<file path="src/rtl/pc_pkg.sv">
// -----------------------------------------------------------------------------
// pc_pkg
// Shared types and constants for the program-counter / fetch-sequencing stage.
//   pc_state_e    : fetch sequencer states (BOOT -> RUN -> FAULT).
//   fault_cause_e : encoding driven on the fault_cause output.
//   PC_STEP       : byte distance between sequential instructions.
//   fault_priority: folds the two target checks into one cause code.
// -----------------------------------------------------------------------------
package pc_pkg;

   // BOOT gives the synchronous ROM one cycle to present the word at the
   // reset vector before anything is allowed to commit.
   typedef enum logic [1:0] {
      BOOT  = 2'b00,
      RUN   = 2'b01,
      FAULT = 2'b10
   } pc_state_e;

   typedef enum logic [1:0] {
      FC_NONE     = 2'b00,
      FC_MISALIGN = 2'b01,
      FC_RANGE    = 2'b10
   } fault_cause_e;

   localparam int unsigned PC_STEP = 4;

   // A misaligned target is reported even when it is also out of range.
   function automatic fault_cause_e fault_priority(input logic misaligned,
                                                   input logic out_of_range);
      fault_cause_e cause;
      if (misaligned) begin
         cause = FC_MISALIGN;
      end else if (out_of_range) begin
         cause = FC_RANGE;
      end else begin
         cause = FC_NONE;
      end
      return cause;
   endfunction

endpackage : pc_pkg

</file>
<file path="src/rtl/next_pc_calc.sv">
// -----------------------------------------------------------------------------
// next_pc_calc
// Purely combinational next-PC datapath: sequential/branch target selection
// and legality checks on that target.
//   a_i            : current PC.
//   pc_src_i       : 1 = branch (a_i + imm_op_i), 0 = sequential (a_i + 4).
//   imm_op_i       : sign-extended byte offset.
//   target_o       : candidate next PC, wraps modulo 2^DATA_WIDTH.
//   pc_plus4_o     : a_i + 4, used for link writeback.
//   misaligned_o   : target is not word aligned.
//   out_of_range_o : target lies outside [RESET_VECTOR, RESET_VECTOR+IMEM_BYTES).
// -----------------------------------------------------------------------------
module next_pc_calc
   import pc_pkg::*;
#(
   parameter int unsigned           DATA_WIDTH   = 32,
   parameter logic [DATA_WIDTH-1:0] RESET_VECTOR = '0,
   parameter logic [DATA_WIDTH-1:0] IMEM_BYTES   = DATA_WIDTH'(32'h0000_1000)
) (
   input  logic [DATA_WIDTH-1:0] a_i,
   input  logic                  pc_src_i,
   input  logic [DATA_WIDTH-1:0] imm_op_i,
   output logic [DATA_WIDTH-1:0] target_o,
   output logic [DATA_WIDTH-1:0] pc_plus4_o,
   output logic                  misaligned_o,
   output logic                  out_of_range_o
);

   localparam logic [DATA_WIDTH-1:0] STEP = DATA_WIDTH'(PC_STEP);

   logic [DATA_WIDTH-1:0] offset;
   logic [DATA_WIDTH-1:0] window_offset;

   // NOTE: every output of a combinational block is assigned on every path,
   // otherwise synthesis infers a latch to hold the missing value.
   always_comb begin
      pc_plus4_o     = a_i + STEP;
      offset         = pc_src_i ? imm_op_i : STEP;
      target_o       = a_i + offset;
      // Subtracting the base first turns the window test into a single
      // unsigned compare; targets below the base wrap to huge values.
      window_offset  = target_o - RESET_VECTOR;
      misaligned_o   = |target_o[1:0];
      out_of_range_o = (window_offset >= IMEM_BYTES);
   end

endmodule : next_pc_calc

</file>
<file path="src/rtl/pc_fetch_unit.sv">
// -----------------------------------------------------------------------------
// pc_fetch_unit
// Program counter and fetch sequencer feeding the instruction ROM / control
// block. Sequences boot after reset, steps or branches the PC, honours stall,
// traps illegal fetch targets into a sticky fault, and counts retired
// instructions.
//   clk         : rising-edge clock.
//   rst         : synchronous active-high reset.
//   PCsrc       : 1 = branch to A+ImmOp, 0 = A+4.
//   ImmOp       : sign-extended byte offset.
//   stall       : hold the PC this cycle.
//   A           : current PC / instruction address.
//   PCplus4     : A+4, combinational.
//   valid       : instruction at A is live and may commit.
//   fault       : sticky fetch fault.
//   fault_cause : 00 none, 01 misaligned target, 10 out-of-range target.
//   instret     : retired-instruction count.
// -----------------------------------------------------------------------------
module pc_fetch_unit
   import pc_pkg::*;
#(
   parameter int unsigned           DATA_WIDTH   = 32,
   parameter logic [DATA_WIDTH-1:0] RESET_VECTOR = '0,
   parameter logic [DATA_WIDTH-1:0] IMEM_BYTES   = DATA_WIDTH'(32'h0000_1000)
) (
   input  logic                  clk,
   input  logic                  rst,
   input  logic                  PCsrc,
   input  logic [DATA_WIDTH-1:0] ImmOp,
   input  logic                  stall,
   output logic [DATA_WIDTH-1:0] A,
   output logic [DATA_WIDTH-1:0] PCplus4,
   output logic                  valid,
   output logic                  fault,
   output logic [1:0]            fault_cause,
   output logic [DATA_WIDTH-1:0] instret
);

   pc_state_e             state_q;
   logic [DATA_WIDTH-1:0] pc_q;
   logic [DATA_WIDTH-1:0] pc_d;
   logic [DATA_WIDTH-1:0] instret_q;
   logic [DATA_WIDTH-1:0] instret_d;
   logic                  valid_q;
   logic                  fault_q;
   fault_cause_e          cause_q;
   fault_cause_e          cause_d;

   logic                  advance;
   logic                  pc_src_m;
   logic [DATA_WIDTH-1:0] imm_op_m;
   logic                  misaligned;
   logic                  out_of_range;

   // Only a RUN cycle without stall looks at the branch inputs. Masking them
   // everywhere else keeps an undriven PCsrc/ImmOp from reaching the adder.
   assign advance  = (state_q == RUN) && !stall;
   assign pc_src_m = advance & PCsrc;
   assign imm_op_m = advance ? ImmOp : '0;

   next_pc_calc #(
      .DATA_WIDTH  (DATA_WIDTH),
      .RESET_VECTOR(RESET_VECTOR),
      .IMEM_BYTES  (IMEM_BYTES)
   ) u_next_pc_calc (
      .a_i           (pc_q),
      .pc_src_i      (pc_src_m),
      .imm_op_i      (imm_op_m),
      .target_o      (pc_d),
      .pc_plus4_o    (PCplus4),
      .misaligned_o  (misaligned),
      .out_of_range_o(out_of_range)
   );

   assign instret_d = instret_q + DATA_WIDTH'(1);
   assign cause_d   = fault_priority(misaligned, out_of_range);

   // NOTE: sequential state uses non-blocking assignments so every register
   // samples the pre-edge value of the others, regardless of statement order.
   always_ff @(posedge clk) begin
      if (rst) begin
         state_q   <= BOOT;
         pc_q      <= RESET_VECTOR;
         instret_q <= '0;
         valid_q   <= 1'b0;
         fault_q   <= 1'b0;
         cause_q   <= FC_NONE;
      end else begin
         unique case (state_q)
            BOOT: begin
               state_q <= RUN;
               valid_q <= 1'b1;
            end
            RUN: begin
               if (!stall) begin
                  if (cause_d != FC_NONE) begin
                     // PC stays on the instruction whose successor was illegal.
                     state_q <= FAULT;
                     valid_q <= 1'b0;
                     fault_q <= 1'b1;
                     cause_q <= cause_d;
                  end else begin
                     pc_q      <= pc_d;
                     instret_q <= instret_d;
                  end
               end
            end
            FAULT: begin
               // Sticky: only reset leaves this state.
               state_q <= FAULT;
            end
            default: begin
               // Unreachable encoding: restart the boot sequence.
               state_q <= BOOT;
               valid_q <= 1'b0;
            end
         endcase
      end
   end

   assign A           = pc_q;
   assign valid       = valid_q;
   assign fault       = fault_q;
   assign fault_cause = cause_q;
   assign instret     = instret_q;

endmodule : pc_fetch_unit

</file>
<file path="config.mk">
export PLATFORM = sky130hd
export DESIGN_NAME = pc_fetch_unit
export DESIGN_NICKNAME = d
export VERILOG_FILES = /design/src/rtl/pc_pkg.sv /design/src/rtl/next_pc_calc.sv /design/src/rtl/pc_fetch_unit.sv
export SDC_FILE = /design/constraint.sdc
export NUM_CORES = 1
export LEC_CHECK = 0
export CORE_ASPECT_RATIO = 0.6
export CORE_MARGIN = 2
export CORE_UTILIZATION = 55
export DETAILED_ROUTE_END_ITERATION = 10
export GPL_TIMING_DRIVEN = 0
export PLACE_DENSITY = 0.94
export SLEW_MARGIN = 20
export SYNTH_ARGS = -nofsm -noshare
export SYNTH_HDL_FRONTEND = slang
export SYNTH_SLANG_ARGS = --single-unit
</file>
<file path="constraint.sdc">
create_clock -name clk -period 12.1 [get_ports clk]
set_input_delay 2.42 -clock clk [delete_from_list [all_inputs] [get_ports clk]]
set_output_delay 2.42 -clock clk [all_outputs]
set_load 0.005 [all_outputs]
</file>
==> key figures <==
Floorplanning
  • Number of top-level pins: between 100 and 150
  • DIE WIDTH: 136 µm
  • Effective utilization at floorplan: 0.572
  • Vert. Die Dim: slightly above 80 µm
  • Core area: between 0.009 and 0.01 mm²
  • Area of the die: between 0.01 and 0.015 mm²
  • Placement Rows: 28

Critical path
  • Critical Path AT: between 7 and 8 ns
  • Critical R2R Launch: state_q[1]$_SDFFE_PP0P_
  • Start point of the critical path: stall
  • Family of cells with the greatest summed delay on the critical path: simple AND/OR/NAND/NOR gates
  • Reg2reg path depth: 20
  • Critical path cell sequence: clkdlybuf4s50_1 -> nor2b_1 -> clkbuf_1 -> clkbuf_1 -> and3_1 -> ha_1 -> fa_1 -> a211oi_1 -> o21ai_0 -> nand3_1 -> nand3_1 -> xor2_1 -> nor4_1 -> o2111a_2 -> and4_1 -> buf_2 -> nor2_1 -> clkbuf_1 -> and2_1
  • Worst reg-to-reg setup slack: ~6.7 ns
  • End of the worst register-to-register path: A[16]$_SDFFE_PP0P_
  • WP buf/inv: 5
  • Crit path largest cell delay: around 0.53 ns
  • Cell type with the highest occurrence count on the critical path: sky130_fd_sc_hd__clkbuf_1
  • Critical path class: primary input to register
  • Crit path launch type: primary input
  • WP depth: 19
  • CP endpoint kind: register
  • Worst setup endpoint: A[16]$_SDFFE_PP0P_
  • Required time at the worst-slack endpoint: 12.33 ns
  • Worst path slowest cell: sky130_fd_sc_hd__o21ai_0
  • Maximum fanout along the worst path: 10

Route
  • Remaining design rule violation count: 0
  • Drt total wl: 18,300 µm
  • Total number of vias: about 6,300
  • Average wire per standard cell: ~18 µm
  • Length of the first detailed-routing pass in iterations: 6
  • Average via count per standard cell: about 6
  • Detailed Route Iter0 Violations: 779
  • Post-route ant nets: 0

Status
  • Result of the run: completed

STA
  • Relative slew slack: 0.549
  • Setup TNS Final: 0 ns
  • Final period util: 0.603
  • Slew at the pin with the worst max-slew slack: approximately 0.67 ns
  • Largest clock skew in the final design: approximately 0.0066 ns
  • Finish-stage setup viols: 0
  • Count of final max-slew check failures: 0
  • Upper clock frequency limit: 137 MHz
  • Hold Slack: approximately 0.45 ns
  • Unrepaired setup endpoints after global routing: no
  • Time the final worst path needs with I/O delays and setup: approximately 7.3 ns
  • Final number of hold-violating endpoints: 0

GRT
  • Number of global-route vias before repair: roughly 5,600
  • Antenna violations before repair: 0
  • Wire length of the first global-routing pass: approximately 29,000 µm
  • Overflow left after global routing: 0
  • Global-route usage over all layers: 0.318
  • Pin count of the biggest net entering global routing: 13

Finish
  • Final core utilization: 0.754
  • Count of nets after finishing: roughly 970
  • Number of standard cells in the final layout excluding fillers: 1,032
  • Final standard cell area without fillers: 0.00753 mm²
  • Area growth from synthesis to final layout: 31.9%
  • Share of final-layout standard cells stronger than drive strength 1: 0.0713
  • Inserted Diodes: 0

Clock tree
  • Clock tree buffer depth: 2
  • Hold_buf cts: 0
  • Number of gates resized after cts: 0
  • Source-to-sink clock delay at the later pin of the worst-skew pair: about 0.34 ns
  • Clock Pin Slew Worst Setup and Hold Paths: 0.06 ns
  • Clock buffers created by TritonCTS: 9
  • Number of clock sinks: 70
  • Total setup buffers inserted after CTS: 0
  • CTS Root Cell: sky130_fd_sc_hd__clkbuf_16
  • Total number of H-tree levels: 3
  • Clock tree from TritonCTS: yes

Logic synthesis
  • Number of synthesized flops with an enable pin: 0
  • Flops & latches, synth: 70
  • Count of yosys warnings during synthesis: 0
  • Synthesized area per cell: around 7.6 µm²
  • Leading cell types by total area after synthesis: sky130_fd_sc_hd__dfxtp_1 (25%), sky130_fd_sc_hd__ha_1 (7.9%), sky130_fd_sc_hd__and3_1 (5.8%)
  • Top cells by instance count after synthesis: sky130_fd_sc_hd__nand2_1 (77), sky130_fd_sc_hd__dfxtp_1 (70), sky130_fd_sc_hd__nor2_1 (65)
  • Most common flop cell mapped by yosys: sky130_fd_sc_hd__dfxtp_1
  • Share of Yosys cell area claimed by the top area cell type: 0.246
  • Library cell with the largest summed area after synthesis: sky130_fd_sc_hd__dfxtp_1
  • Count of different cell masters after synthesis: 69
  • Total standard cell area after synthesis: 0.00571 mm²
  • Net Count, Synth: between 800 and 900
  • Post-synthesis sequential area ratio: 0.246
  • Cell count after synthesis: approximately 750
  • Leading cell type by number of instances after synthesis: sky130_fd_sc_hd__nand2_1
  • Async set or reset register ratio after synthesis: 0

Place
  • Placed Cells: between 1,000 and 1,500
  • Gp weighted congestion: 1.01
  • Area of placed instances: a little over 0.007 mm²
  • Buffers on Ports: about 140
  • Placed wire-length estimate: 13,800 µm

Worst hold path
  • Hold WC Path Type: register to register
  • Hold depth: 2

Run
  • Max_cap viols: 0

Pwr
  • Reported leakage power: 0.00309 µW
  • Total power density per cell area: about 90 mW/mm²
  • Maximum ir drop on the vdd rail: between 80 and 90 µV
## routing by layer
| metal | share of wire | wire length, µm | global-route usage |
|---|---|---|---|
| met1 | 0.47 | 8540 | 0.485 |
| met2 | 0.41 | 7460 | 0.452 |
| met3 | 0.11 | 2060 | 0.0745 |
| met4 | 0.011 | 206 | 0.0606 |
| met5 | 0 | 0 | 0 |
## state kept, by name (all words and copies together), names as in the netlist
name and flops:
instret 32, valid 1, fault 1, state_q 2
A 32, fault_cause 2
## worst min-delay path by stage
stage	from	to	slack (ns)
2_1_floorplan	fault$_SDFFE_PP0P_	fault$_SDFFE_PP0P_	0.44
6_report	fault$_SDFFE_PP0P_	fault$_SDFFE_PP0P_	0.45
3_5_place_dp	fault$_SDFFE_PP0P_	fault$_SDFFE_PP0P_	0.44
3_3_place_gp	fault$_SDFFE_PP0P_	fault$_SDFFE_PP0P_	0.44
5_1_grt	fault$_SDFFE_PP0P_	fault$_SDFFE_PP0P_	0.47
4_1_cts	fault$_SDFFE_PP0P_	fault$_SDFFE_PP0P_	0.45
## final cells by class
class	count	area (µm²)
buffer	37	155
clock buffer	11	243
multi-input combinational	621	4080
fill	744	2460
sequential	70	1400
tap	135	169
inverter	18	67.6
clock inverter	5	58.8
timing repair buffer	135	1350
## where the power goes
group	internal (µW)	leakage [µW]	switching [µW]
Combinational	66.6	0.00239	88.5
Sequential	238	0.000565	8.97
Clock	166	0.000142	111
Total	470	0.00309	208
## worst min-delay path: stages (launching register included)
cell                      delay [ns]
sky130_fd_sc_hd__dfxtp_1        0.31
sky130_fd_sc_hd__inv_1          0.05
sky130_fd_sc_hd__a21oi_1        0.05
## cell families after synthesis
family / after synthesis / share of synthesized area
xor+xnor: 47 / 0.0721
flops: 70 / 0.246
buf+inv: 55 / 0.0390
fa+ha+maj: 37 / 0.0824
compound gates: 157 / 0.180
simple gates: 349 / 0.321
mux: 31 / 0.0603
## placed cells by master (no fill, tap or decap), types with 9 or more instances in the layout
master	netlist	routed
sky130_fd_sc_hd__clkdlybuf4s50_1	0	135
sky130_fd_sc_hd__nand2_1	77	77
sky130_fd_sc_hd__dfxtp_1	70	70
sky130_fd_sc_hd__nor2_1	65	65
sky130_fd_sc_hd__a21oi_1	57	57
sky130_fd_sc_hd__and3_1	53	53
sky130_fd_sc_hd__nand3_1	36	36
sky130_fd_sc_hd__ha_1	36	36
sky130_fd_sc_hd__xnor2_1	32	32
sky130_fd_sc_hd__nor2b_1	29	29
sky130_fd_sc_hd__clkbuf_1	27	28
sky130_fd_sc_hd__o21ai_0	28	28
sky130_fd_sc_hd__and2_1	25	25
sky130_fd_sc_hd__mux2_2	25	25
sky130_fd_sc_hd__nand4_1	20	20
sky130_fd_sc_hd__inv_1	18	18
sky130_fd_sc_hd__nor3_1	17	17
sky130_fd_sc_hd__xor2_1	15	15
sky130_fd_sc_hd__o21a_1	9	9
sky130_fd_sc_hd__clkbuf_16	0	9
## metrics by stage
| step | setup WS, ns | power [µW] |
|---|---|---|
| 2_1_floorplan | 6.04 | 345 |
| 3_3_place_gp | 4.79 | 397 |
| 3_5_place_dp | 4.73 | 400 |
| 4_1_cts | 5.05 | 672 |
| 5_1_grt | 4.66 | 699 |
| 6_report | 4.81 | 679 |
No activity file was read; power rests on OpenSTA's default activity.
